[config.mk]
export PLATFORM = sky130hd
export DESIGN_NAME = restoring_div_ctrl
export DESIGN_NICKNAME = d
export VERILOG_FILES = /design/src/rtl/restoring_div_ctrl.sv
export SDC_FILE = /design/constraint.sdc
export NUM_CORES = 1
export LEC_CHECK = 0
export CAP_MARGIN = 0
export CORE_UTILIZATION = 51
export CTS_CLUSTER_SIZE = 14
export DETAILED_ROUTE_END_ITERATION = 7
export PLACE_DENSITY = 0.84
export REMOVE_ABC_BUFFERS = 1
export SLEW_MARGIN = 25
export SYNTH_ARGS = -nofsm -noshare
export SYNTH_HDL_FRONTEND = slang
export SYNTH_SLANG_ARGS = --single-unit
export TNS_END_PERCENT = 50
[constraint.sdc]
create_clock -name clk -period 5 [get_ports clk]
set_input_delay 0.75 -clock clk [delete_from_list [all_inputs] [get_ports clk]]
set_output_delay 0.75 -clock clk [all_outputs]
set_load 0.03 [all_outputs]
[src/rtl/restoring_div_ctrl.sv]
// Control FSM and remainder datapath for the 4-bit restoring divider around an external A/Q shift stage.
// Optional: define DIV_BY_ZERO_DETECT_EN to short-circuit zero divisors straight to DONE.
module restoring_div_ctrl (
    input  logic       clk,
    input  logic       rst,
    input  logic       start,
    input  logic [3:0] dividend_in,
    input  logic [3:0] divisor_in,
    input  logic [4:0] shift_out,
    output logic [5:0] A,
    output logic [3:0] dividend,
    output logic       shift_left_enable,
    output logic       busy,
    output logic       done,
    output logic [3:0] quotient,
    output logic [3:0] remainder,
    output logic       div_by_zero
);

    typedef enum logic [1:0] {IDLE, SHIFT, CALC, DONE} state_t;

    state_t     state;
    logic [3:0] m_q;
    logic [1:0] cnt;
    logic [5:0] diff;
    logic [5:0] a_nxt;
    logic       qbit;

    // Trial subtraction on the freshly shifted {A, Q[3]}; a negative result restores.
    assign diff  = {1'b0, shift_out} - {2'b00, m_q};
    assign qbit  = ~diff[5];
    assign a_nxt = qbit ? diff : {1'b0, shift_out};

`ifdef DIV_BY_ZERO_DETECT_EN
    logic dbz_q;
    assign div_by_zero = dbz_q;
`else
    assign div_by_zero = 1'b0;
`endif

    always_ff @(posedge clk) begin
        if (rst) begin
            state             <= IDLE;
            A                 <= '0;
            dividend          <= '0;
            m_q               <= '0;
            cnt               <= '0;
            quotient          <= '0;
            remainder         <= '0;
            shift_left_enable <= 1'b0;
            busy              <= 1'b0;
            done              <= 1'b0;
`ifdef DIV_BY_ZERO_DETECT_EN
            dbz_q             <= 1'b0;
`endif
        end else begin
            shift_left_enable <= 1'b0;
            done              <= 1'b0;
            case (state)
                IDLE: begin
                    if (start) begin
                        A        <= '0;
                        dividend <= dividend_in;
                        m_q      <= divisor_in;
                        cnt      <= '0;
                        busy     <= 1'b1;
`ifdef DIV_BY_ZERO_DETECT_EN
                        if (divisor_in == 4'd0) begin
                            quotient  <= 4'hF;
                            remainder <= dividend_in;
                            dbz_q     <= 1'b1;
                            done      <= 1'b1;
                            state     <= DONE;
                        end else begin
                            dbz_q             <= 1'b0;
                            shift_left_enable <= 1'b1;
                            state             <= SHIFT;
                        end
`else
                        shift_left_enable <= 1'b1;
                        state             <= SHIFT;
`endif
                    end
                end
                SHIFT: state <= CALC;
                CALC: begin
                    A        <= a_nxt;
                    dividend <= {dividend[2:0], qbit};
                    if (cnt == 2'd3) begin
                        quotient  <= {dividend[2:0], qbit};
                        remainder <= a_nxt[3:0];
                        done      <= 1'b1;
                        state     <= DONE;
                    end else begin
                        cnt               <= cnt + 2'd1;
                        shift_left_enable <= 1'b1;
                        state             <= SHIFT;
                    end
                end
                DONE: begin
                    busy  <= 1'b0;
                    state <= IDLE;
                end
                default: state <= IDLE;
            endcase
        end
    end

endmodule

[Yosys cells after proc, flatten, opt, wreduce, memory -nomap -nowiden]
Index checks and enable logic that the tools add are counted.
Cells by class
  $add $sub $neg: 2
  equality and inequality tests: 6
  muxes and demuxes: 17
  bitwise operators: 2
  reduce and logical (&&, ||, !) cells: 9
Operators by type and width (count)
  one-hot mux 6 bit (2 select lines): 1
  two-way mux 2 bit: 4
  one-hot mux 2 bit (4 select lines): 1
  one-hot mux 4 bit (2 select lines): 1
  AND reduction 2 bit: 4
  equality test 2 bit, second input constant: 3
  two-way mux 6 bit: 1
  subtractor 5 x 4 -> 6 bit: 1
  two-way mux 5 bit: 1
  two-way mux 1 bit: 4
  two-way mux 4 bit: 1
  inequality test 2 bit, second input constant: 2
  one-hot mux 1 bit (2 select lines): 2
  one-hot mux 2 bit (2 select lines): 1
  nonzero test 2 bit: 2
  AND reduction 3 bit: 1
  adder 2 x 1 -> 2 bit, second input constant: 1
  equality test 2 x 1 -> 1 bit, second input constant: 1
  zero test 2 bit: 1
  inverter 1 bit: 2
  OR reduction 2 bit: 1
Word-level totals
  register bits after elaboration: 29
  bits of input ports: 16
  output and inout port bits: 22
  word-level logic and storage cells: 46

[Longest topological paths before layout]
Gate-level depths: netlist of the first run.
  word-level depth: 3
  gate-level depth with buffers: 7
  gate-level depth less buffers: 7

[Worst setup path after synthesis of the first run]
No wires, ideal clock.
  kind: input port to flip-flop
  from: in shift_out[1]
  to: reg A[0]
  setup time: 0.117 ns
  data arrival time: 1.841 ns
  data required time: 4.883 ns
  path slack: 3.041 ns
  stages on the path: 5
  path buffers: 0
  cell sequence: ha_1 -> nor2b_1 -> o311ai_4 -> nand3_1 -> a32o_1
On the way
  word-level cells in the longest chain between the ends: 3
RTL lines
  from (decl): line 9  | input logic [4:0] shift_out,
  subtractor 5 x 4 -> 6 bit: line 30  | assign diff = {1'b0, shift_out} - {2'b00, m_q};
  two-way mux 5 bit: line 32  | assign a_nxt = qbit ? diff : {1'b0, shift_out};
  one-hot mux 6 bit (2 select lines): line 59  | case (state)
  to (signal assigned): line 87  | A <= a_nxt;
  to (decl): line 10  | output logic [5:0] A,
No other way between the ends.
A chain may end at the register's enable or synchronous reset.

==> results of run 1 <==
-- sequential cells by signal, indices dropped and copies added, names as in the netlist --
signal,flops
A,5
busy,1
cnt,2
dividend,4
done,1
m_q,4
quotient,4
remainder,4
shift_left_enable,1
state,2
-- metrics by stage --
step	cells	util (%)	hold WS, ps	instance area, um2	setup WS, ps
after global placement	217	68.4	445	1740	2450
after global routing	221	70.5	501	1790	2620
after CTS	221	70.5	481	1790	2720
after floorplan	152	-	460	1350	3040
final	221	70.5	477	1790	2720
after detailed placement	217	68.4	461	1740	2370
-- layer usage --
layer  up-vias  share of wire [%]
met5         -                  0
met4         0                1.6
met1       614                 44
met3         7                4.6
met2        46                 49
li1        620                  -
-- kinds of logic (layout without fill, tap and decap cells) --
kind of cell             after synthesis  count (layout)  synth area share [%]
adder cells (fa/ha/maj)                6               6                  5.89
AO/OA/AOI/OAI                         38              38                  20.1
multiplexers                           4               4                  2.86
buffers and inverters                 17              47                  5.89
other                                  1               2                 0.268
AND/OR/NAND/NOR                       65              65                  24.4
flip-flops                            28              28                  40.0
XOR/XNOR                               1               1                 0.625
-- tightest hold or removal path: cells and delay by family, from the launching register on --
kind	cells	cell delay [ps]
AND/OR/NAND/NOR	1	50
AO/OA/AOI/OAI	1	60
flip-flops	1	340
-- worst max-delay path by stage --
stage / to / slack [ps] / cells past startpoint
2_1_floorplan: A[0] / 3040 / 5
4_1_cts: remainder[3] / 2720 / 5
6_report: remainder[3] / 2720 / 5
5_1_grt: remainder[2] / 2620 / 7
3_5_place_dp: remainder[3] / 2370 / 5
3_3_place_gp: remainder[3] / 2450 / 5
-- where the power goes --
part / internal [mW] / switching (mW) / total, mW
logic: 0.0489 / 0.0572 / 0.106
registers: 0.233 / 0.0108 / 0.243
clock network: 0.0811 / 0.0694 / 0.151
total: 0.363 / 0.137 / 0.500
-- cells in the mapped netlist (4+ instances only) --
cell type  instances
a21oi_1           11
a32o_1             4
buf_4              4
dfxtp_1           28
ha_1               5
inv_1              8
mux2i_1            4
nand2_1           14
nand3_1            4
nor2_1            20
nor3_1             4
o21ai_0            4
-- layout make-up --
type | instances | area (um2)
sequential | 28 | 561
clock buffer | 3 | 22.5
fill | 205 | 752
tap | 30 | 37.5
timing repair buffer | 35 | 350
clock inverter | 1 | 30.0
inverter | 8 | 30.0
multi-input combinational | 116 | 762
==> summary.md, run 1 <==
| Metric | Value |
|---|---|
| Resized Gates After CTS | 0 |
| Post-synth top area cell | dfxtp_1 |
| Final setup violation count | 0 |
| Endpoint, Worst Hold | quotient[3] |
| Busiest grt layer | met2 |
| Sinks on the clock net | 28 |
| Htree depth | 1 |
| Minimum clock period | 2280 ps |
| Initial DRC Count | 36 |
| Fraction of layout cells with a size suffix above 1 | 8.38% |
| Most frequent cells in the layout | clkdlybuf4s50_1 (35), dfxtp_1 (28), nor2_1 (20) |
| CTS clock-pin slew for the worst setup and hold paths | 160 ps |
| Area of the core | 2540 um2 |
| Crit path largest cell delay | 850 ps |
| Reg2Reg Depth | 6 |
| Via/cell ratio | 5.82 |
| Setup Buffers After CTS | 0 |
| Vias after detailed routing | 1287 |
| Worst Path Arrival | 2560 ps |
| Die Width | 54.4 um |
| Worst relative slew slack | 42.5% |
| Slew Limit Fails | 0 |
| Initial antenna violation count | 0 |
| N_diodes | 0 |
| Site row count | 18 |
| Layout Nets | 214 |
| Crit-path max FO | 23 |
| EDFF count, synth | 0 |
| Final hold vios | 0 |
| Synth top area share | 40.0% |
| Peak supply drop | 0.000195 V |
| DR WL/cell | 14.5 um |
| Reg2Reg Capture Point | remainder[0] |
| Dpl hpwl | 2350 um |
| Critical path type | input pin to flop |
| Grt ovf | 0 |
| Register area share after synthesis | 40.0% |
| Synthesis-to-finish area growth | 27.9% |
| Post-Syn Area | 1400 um2 |
| Worst Tran Pin Value | 860 ps |
| Period utilisation layout | 45.7% |
| Worst setup skew after layout | 5.60 ps |
| Clk_lat worst skew | 330 ps |
| CP Launch Point | rst |
| Root buf cell | clkbuf_4 |
| M2 GR Usage | 38.4% |
| Final setup TNS | 0 ps |
| Hold depth | 2 |
| Commonest register cell after synthesis | dfxtp_1 |
| Met1 Use GR | 30.5% |
| Synth Area per Inst | 8.76 um2 |
| Worst min path class | flop to flop |
| GR Layer Usage met3 | 3.06% |
| First-pass GRT wire length | 4930 um |
| Gp weighted congestion | 0.851 |
| Max Freq | 438 MHz |
| Synth Register Bits | 28 |
| Max Cap Viol | 0 |
| R2r startpoint | m_q[1] |
| Crit-path cells | clkdlybuf4s50_1 -> nor3b_4 -> and2_4 -> nand3_1 -> o21ai_1 |
| Power after layout | 0.500 mW |
| Netlist cell types | 44 |
| Leakage power | 0.659 nW |
| Critical-path top delay cell | clkdlybuf4s50_1 |
| Initial Util | 55.1% |
| Post-Synthesis Cells | 160 |
| Pwr dens | 279 nW/um2 |
| RSZ-0062 raised after global routing | no |
| Maximum clock path buffer count | 2 |
| DR pass1 iterations | 4 |
| Count of input and output buffers | 35 |
| Outcome | finished clean |
| Fraction of registers with async set/reset | 0% |
| Number of buffers created by CTS | 3 |
| Worst Hold Launch | quotient[3] |
| GR Util All Layers | 23.3% |
| Yosys Warn Count | 0 |
| Final ANT Viol Nets | 0 |
| Top-level I/O count | 38 |
| Family with the most delay on the worst path | buffers and inverters |
| Number of global-route vias before repair | 1122 |
| Largest net degree at the start of global routing | 24 |
| DRC | 0 |
| Die area | 2960 um2 |
| Die Y | 54.4 um |
| Total wire length | 3210 um |
| Commonest non-fill, non-tap cell in the layout | clkdlybuf4s50_1 |
| Synth top area cells | dfxtp_1 (40%), nor2_1 (5.4%), ha_1 (4.5%), a21oi_1 (3.9%), nand2_1 (3.8%) |
| Cts hold-fix bufs | 0 |
| CTS tree | built |
| CP Capture Type | flop |
| R2R Setup Slk | 3130 ps |
| Buf/Inv on CP | 1 |
| Startpoint types | input pin |
| WP data required | 5280 ps |
(Power assumes the default switching activity.)
==> inputs of run 2 (changes only) <==
CORE_UTILIZATION = 43   (was 51)
PLACE_DENSITY = 0.75   (was 0.84)
clock period = 1.9 ns   (was 5 ns; I/O delays follow)
==> run 2 against run 1 <==
Sequential share of layout area fell by 0.93 points. First-iteration DRC count rose by 140%. Cell count rose by 10%. Sequential power rose to 2.6 times the previous value. Setup slack got worse by 2600 ps. Highest routed layer unchanged. Count of clock-buffer cells in the layout did not move. Via count fell by 0.47%. Flip-flop and latch count did not move. Register-to-register slack got worse by 3000 ps. Critical endpoint is now A[2]. Core utilization fell by 10 points. Global-route usage fell by 4.4 points. Critical path depth rose by 1.
==> summary.md, run 2 (synthesized netlist as in run 1, its figures left out) <==
| Metric | Value |
|---|---|
| Outcome | finished clean |
| DR pass1 iterations | 5 (+1) |
| CP Capture Type | flop |
| PnR worst setup slack | 163 ps (-2550 ps) |
| N_diodes | 0 (unchanged) |
| Number of global-route vias before repair | 1172 (+4.5%) |
| Initial Util | 45.5% (-9.5 points) |
| CTS clock-pin slew for the worst setup and hold paths | 140 ps (-20 ps) |
| Maximum clock path buffer count | 2 (unchanged) |
| Final setup violation count | 0 (unchanged) |
| Htree depth | 1 (unchanged) |
| Crit-path max FO | 5 (-78%) |
| Die Width | 59.1 um (+8.6%) |
| Number of buffers created by CTS | 3 (unchanged) |
| Pwr dens | 635 nW/um2 (+130%) |
| Cts hold-fix bufs | 0 (unchanged) |
| Count of input and output buffers | 35 (unchanged) |
| DRC | 0 (unchanged) |
| Largest net degree at the start of global routing | 16 (-33%) |
| Initial antenna violation count | 0 (unchanged) |
| Design area | 1850 um2 (+3.1%) |
| Leakage power | 0.689 nW (+4.5%) |
| Most frequent cells in the layout | clkdlybuf4s50_1 (35), dfxtp_1 (28), nor2_1 (20) |
| Via/cell ratio | 5.27 (-9.5%) |
| Largest Register | A |
| RSZ-0062 raised after global routing | no |
| Final hold vios | 0 (unchanged) |
| Critical path type | flop to flop |
| Synthesis-to-finish area growth | 31.9% |
| Sinks on the clock net | 28 (unchanged) |
| FILL cells | 294 (+43%) |
| Final setup TNS | 0 ps (unchanged) |
| WP data required | 2110 ps (-3170 ps) |
| Pre-CTS WS | -161 ps (-2530 ps) |
| Site row count | 20 (+2) |
| Die area | 3490 um2 (+18%) |
| Die Y | 59.1 um (+8.6%) |
| Max Freq | 576 MHz |
| Setup Buffers After CTS | 0 (unchanged) |
| Initial DRC Count | 88 (+140%) |
| Clk_lat worst skew | 310 ps (-20 ps) |
| GR Util All Layers | 18.9% (-4.4 points) |
| Layout Nets | 223 (+4.2%) |
| Slew Limit Fails | 0 (unchanged) |
| Fin Hold WS | 470 ps (-6.82 ps) |
| DR WL/cell | 13.2 um (-9.2%) |
| Dpl hpwl | 2560 um (+8.9%) |
| Final ANT Viol Nets | 0 (unchanged) |
| Period utilisation layout | 91.4% |
| Max reg flops | 5 (unchanged) |
| Fraction of layout cells with a size suffix above 1 | 12.1% (+3.7 points) |
| Grt ovf | 0 (unchanged) |
| Worst setup skew after layout | 1.50 ps (-4.10 ps) |
| Peak supply drop | 0.000314 V (+61%) |
| Area after DPL | 1830 um2 (+4.9%) |
| Area of the core | 3080 um2 (+21%) |
| Resized Gates After CTS | 0 (unchanged) |
| Max Cap Viol | 0 (unchanged) |
| Minimum clock period | 1740 ps |
| Total wire length | 3200 um (-0.19%) |
| Startpoint types | flop |
| Vias after detailed routing | 1281 (-0.47%) |
| CTS tree | built |
| Commonest non-fill, non-tap cell in the layout | clkdlybuf4s50_1 |
| Worst min path class | flop to flop |
| Gp weighted congestion | 0.824 (-3.2%) |
| Power after layout | 1.17 mW (+130%) |
| Root buf cell | clkbuf_4 |
| Top-level I/O count | 38 (unchanged) |
| Worst Path Arrival | 1940 ps (-620 ps) |
| First-pass GRT wire length | 5060 um (+2.8%) |
==> run 2: cell types whose count changed in the layout (fill, tap and decap cells not counted) <==
| cell | before | now |
|---|---|---|
| buf_4 | 0 | 9 |
| bufinv_16 | 1 | 0 |
==> run 2: per-layer routing <==
metal / vias to the layer above / wire length, um / track usage [%] / part of all wire, %
li1: 636 / - / - / -
met3: 4 / 117 / 1.97 / 3.7
met2: 36 / 1630 / 35.6 / 51
met4: 0 / 14 / 5.10 / 0.44
met5: - / 0 / 0 / 0
met1: 605 / 1440 / 22.6 / 45
==> run 2: area by class of cell <==
type	count	area [um2]	share of cell area, %
Multi-Input combinational cell	116	762	41.2
Clock buffer	3	22.5	1.22
Sequential cell	28	561	30.3
Inverter	8	30.0	1.62
Tap cell	44	55.1	2.98
Timing Repair Buffer	44	418	22.6
==> run 2: worst paths after layout <==
path / startpoint / endpoint / slack, ps / depth (start not counted)
max: m_q[1] / A[2] / 160 / 6
min: quotient[1] / quotient[1] / 470 / 2
max reg2reg: m_q[1] / A[2] / 160 / 6
min reg2reg: quotient[1] / quotient[1] / 470 / 2
==> run 2: worst max-delay path, stage by stage (launching register included) <==
cell	delay, ps
dfxtp_1	410
inv_1	60
ha_1	260
nor2b_1	180
o311a_2	390
nor2_1	210
o211ai_1	140
==> run 2: where the power goes <==
part | switching, mW | internal [mW] | total [mW] | leakage (nW)
registers | 0.0255 | 0.612 | 0.637 | 0.228
clock network | 0.163 | 0.0741 | 0.237 | 0.0138
logic | 0.153 | 0.146 | 0.299 | 0.447
total | 0.342 | 0.832 | 1.17 | 0.689
==> run 2: stage by stage <==
stage                     cells  utilization (%)
after global placement      240             59.3
after floorplan             152                -
after global routing        243             60.0
after detailed placement    240             59.3
after CTS                   243             60.0
final                       243             60.0
==> inputs of run 3 (changes only) <==
CORE_UTILIZATION = 47   (was 43)
PLACE_DENSITY = 0.78   (was 0.75)
clock period = 1.6 ns   (was 1.9 ns; I/O delays follow)
==> run 3 against run 2 <==
Highest routed layer unchanged. Wire length up 13%. Sequential share of layout area is 1.7 points lower. Global-route usage is 5.0 points higher. Die area down 8.2%. Core utilization up 11 points. Cell count shrank 2.1%. Clock power grew 110%. Combinational power increased by 35%. Sequential power increased by 18%. First-iteration DRC count decreased by 33%. The flow now finishes with violations (negative setup slack).
==> summary.md, run 3 (synthesized netlist as in run 1, its figures left out) <==
| Metric | Value |
|---|---|
| Top-level I/O count | 38 (unchanged) |
| Non-Filler Instances | 238 (-2.1%) |
| Critical path type | flop to flop |
| Max Freq | 619 MHz (+7.4%) |
| Root buf cell | clkbuf_4 |
| Synthesis-to-finish area growth | 40.8% |
| CTS tree | built |
| RSZ-0062 raised after global routing | yes |
| GR Util All Layers | 23.9% (+5.0 points) |
| Via/cell ratio | 5.67 (+7.5%) |
| First-pass GRT wire length | 5930 um (+17%) |
| Number of buffers created by CTS | 3 (unchanged) |
| Final setup violation count | 1 (+1) |
| CTS clock-pin slew for the worst setup and hold paths | 160 ps (+20 ps) |
| CP Capture Type | flop |
| Peak supply drop | 0.000641 V (+100%) |
| Fraction of layout cells with a size suffix above 1 | 22.7% (+11 points) |
| Failing checks | negative setup slack |
| Crit path largest cell delay | 360 ps (-50 ps) |
| Slew Limit Fails | 0 (unchanged) |
| Crit-path cells | inv_2 -> ha_4 -> nor2b_4 -> o311ai_4 -> a211oi_1 -> nor4_1 |
| Initial antenna violation count | 0 (unchanged) |
| Period utilisation layout | 101% (+9.6 points) |
| Pwr dens | 832 nW/um2 (+31%) |
| Maximum clock path buffer count | 2 (unchanged) |
| Design area | 1970 um2 (+6.8%) |
| Worst setup skew after layout | 1.35 ps (-0.149 ps) |
| Gp weighted congestion | 0.871 (+5.7%) |
| Initial DRC Count | 59 (-33%) |
| Fin Hold WS | 422 ps (-48.4 ps) |
| Site row count | 19 (-5.0%) |
| PnR worst setup slack | -16.6 ps (-180 ps) |
| Grt ovf | 0 (unchanged) |
| Critical-path top delay cell | dfxtp_2 |
| Worst min path class | input pin to flop |
| WP data required | 1850 ps (-260 ps) |
| Htree depth | 1 (unchanged) |
| Layout Nets | 230 (+3.1%) |
| Max reg flops | 5 (unchanged) |
| Area of the core | 2780 um2 (-9.6%) |
| Final ANT Viol Nets | 0 (unchanged) |
| Number of global-route vias before repair | 1340 (+14%) |
| Count of input and output buffers | 35 (unchanged) |
| Die Y | 56.6 um (-4.2%) |
| Die area | 3200 um2 (-8.2%) |
| Minimum clock period | 1620 ps (-120 ps) |
| Vias after detailed routing | 1349 (+5.3%) |
| Max Cap Viol | 0 (unchanged) |
| Largest net degree at the start of global routing | 19 (+3) |
| Register Area | 564 um2 (+0.67%) |
| DR WL/cell | 15.2 um (+16%) |
| Cts hold-fix bufs | 0 (unchanged) |
| Total wire length | 3620 um (+13%) |
| Largest Register | A |
| Worst Path Arrival | 1870 ps (-70 ps) |
| Commonest non-fill, non-tap cell in the layout | dfxtp_1 |
| Outcome | finished, violations left |
| Sinks on the clock net | 28 (unchanged) |
| Die Width | 56.6 um (-4.2%) |
| Crit-path max FO | 5 (unchanged) |
| Dpl hpwl | 2650 um (+3.5%) |
| DR pass1 iterations | 4 (-1) |
| DRC | 0 (unchanged) |
| Area of the multi-input gates | 833 um2 (+9.4%) |
| Area after DPL | 1850 um2 (+1.6%) |
| Initial Util | 50.4% (+4.9 points) |
| Final hold vios | 0 (unchanged) |
| Pre-CTS WS | -443 ps (-282 ps) |
| Startpoint types | flop |
| Clk_lat worst skew | 350 ps (+40 ps) |
| Inst Count DP | 233 (-2.9%) |
| Leakage power | 0.874 nW (+27%) |
| FILL cells | 213 (-28%) |
| N_diodes | 0 (unchanged) |
| Most frequent cells in the layout | dfxtp_1 (25), nor2_1 (19), dlygate4sd2_1 (19) |
## run 3: cell types whose count changed in the layout (fill, tap and decap cells not counted), sizes merged
| cell | before | now |
|---|---|---|
| clkdlybuf4s50 | 35 | 13 |
| dlymetal6s2s | 0 | 3 |
| buf | 9 | 16 |
| bufinv | 0 | 1 |
| dlygate4sd2 | 0 | 19 |
## run 3: worst paths after layout
| kind | startpoint | to | slack [ps] | depth (start not counted) |
|---|---|---|---|---|
| worst max-delay path | m_q[1] | remainder[2] | -20 | 6 |
| worst min-delay path | shift_out[0] | remainder[0] | 420 | 5 |
| worst max register to register | m_q[1] | remainder[2] | -20 | 6 |
| worst min register to register | quotient[1] | quotient[1] | 470 | 2 |
## run 3: layout make-up
cell class | instances | share of cell area, %
Multi-Input combinational cell | 116 | 42.2
Sequential cell | 28 | 28.6
Tap cell | 31 | 1.97
Clock buffer | 3 | 1.14
Timing Repair Buffer | 51 | 23.0
Inverter | 8 | 1.52
Clock inverter | 1 | 1.52
## run 3: what timing repair did
| action | 4_1_cts | 5_1_grt |
|---|---|---|
| pin swaps | 4 | 7 |
| resized for setup | 30 | 10 |
| buffers inserted | 1 | 0 |
| setup endpoints to repair | 28 | 11 |
## run 3: through the flow
stage	utilization, %	total power, mW	setup TNS [ps]
floorplan	-	0.974	0
global placement	66.7	1.12	-3990
detailed placement	66.7	1.13	-4510
CTS	69.6	1.61	-8.48
global route	70.9	1.70	-445
finish	70.9	1.64	-16.6
## run 3: critical path, delay by kind of cell, from the launching register on
kind | cells | cell delay, ps
AO/OA/AOI/OAI | 2 | 450
adder cells (fa/ha/maj) | 1 | 200
buffers and inverters | 1 | 40
flip-flops | 1 | 360
AND/OR/NAND/NOR | 2 | 460
## run 3: routing by layer
| metal | GRT usage, % | routed length, um | vias up |
|---|---|---|---|
| met5 | 0 | 0 | - |
| met4 | 12.5 | 67 | 0 |
| met3 | 3.69 | 167 | 10 |
| met2 | 41.3 | 1830 | 44 |
| met1 | 28.2 | 1560 | 636 |
| li1 | - | - | 659 |
## run 3: report_power, final
part | internal [mW] | total (mW) | switching (mW) | leakage, nW
logic | 0.194 | 0.403 | 0.209 | 0.617
clock network | 0.254 | 0.486 | 0.232 | 0.0279
registers | 0.728 | 0.753 | 0.0254 | 0.229
total | 1.18 | 1.64 | 0.466 | 0.874
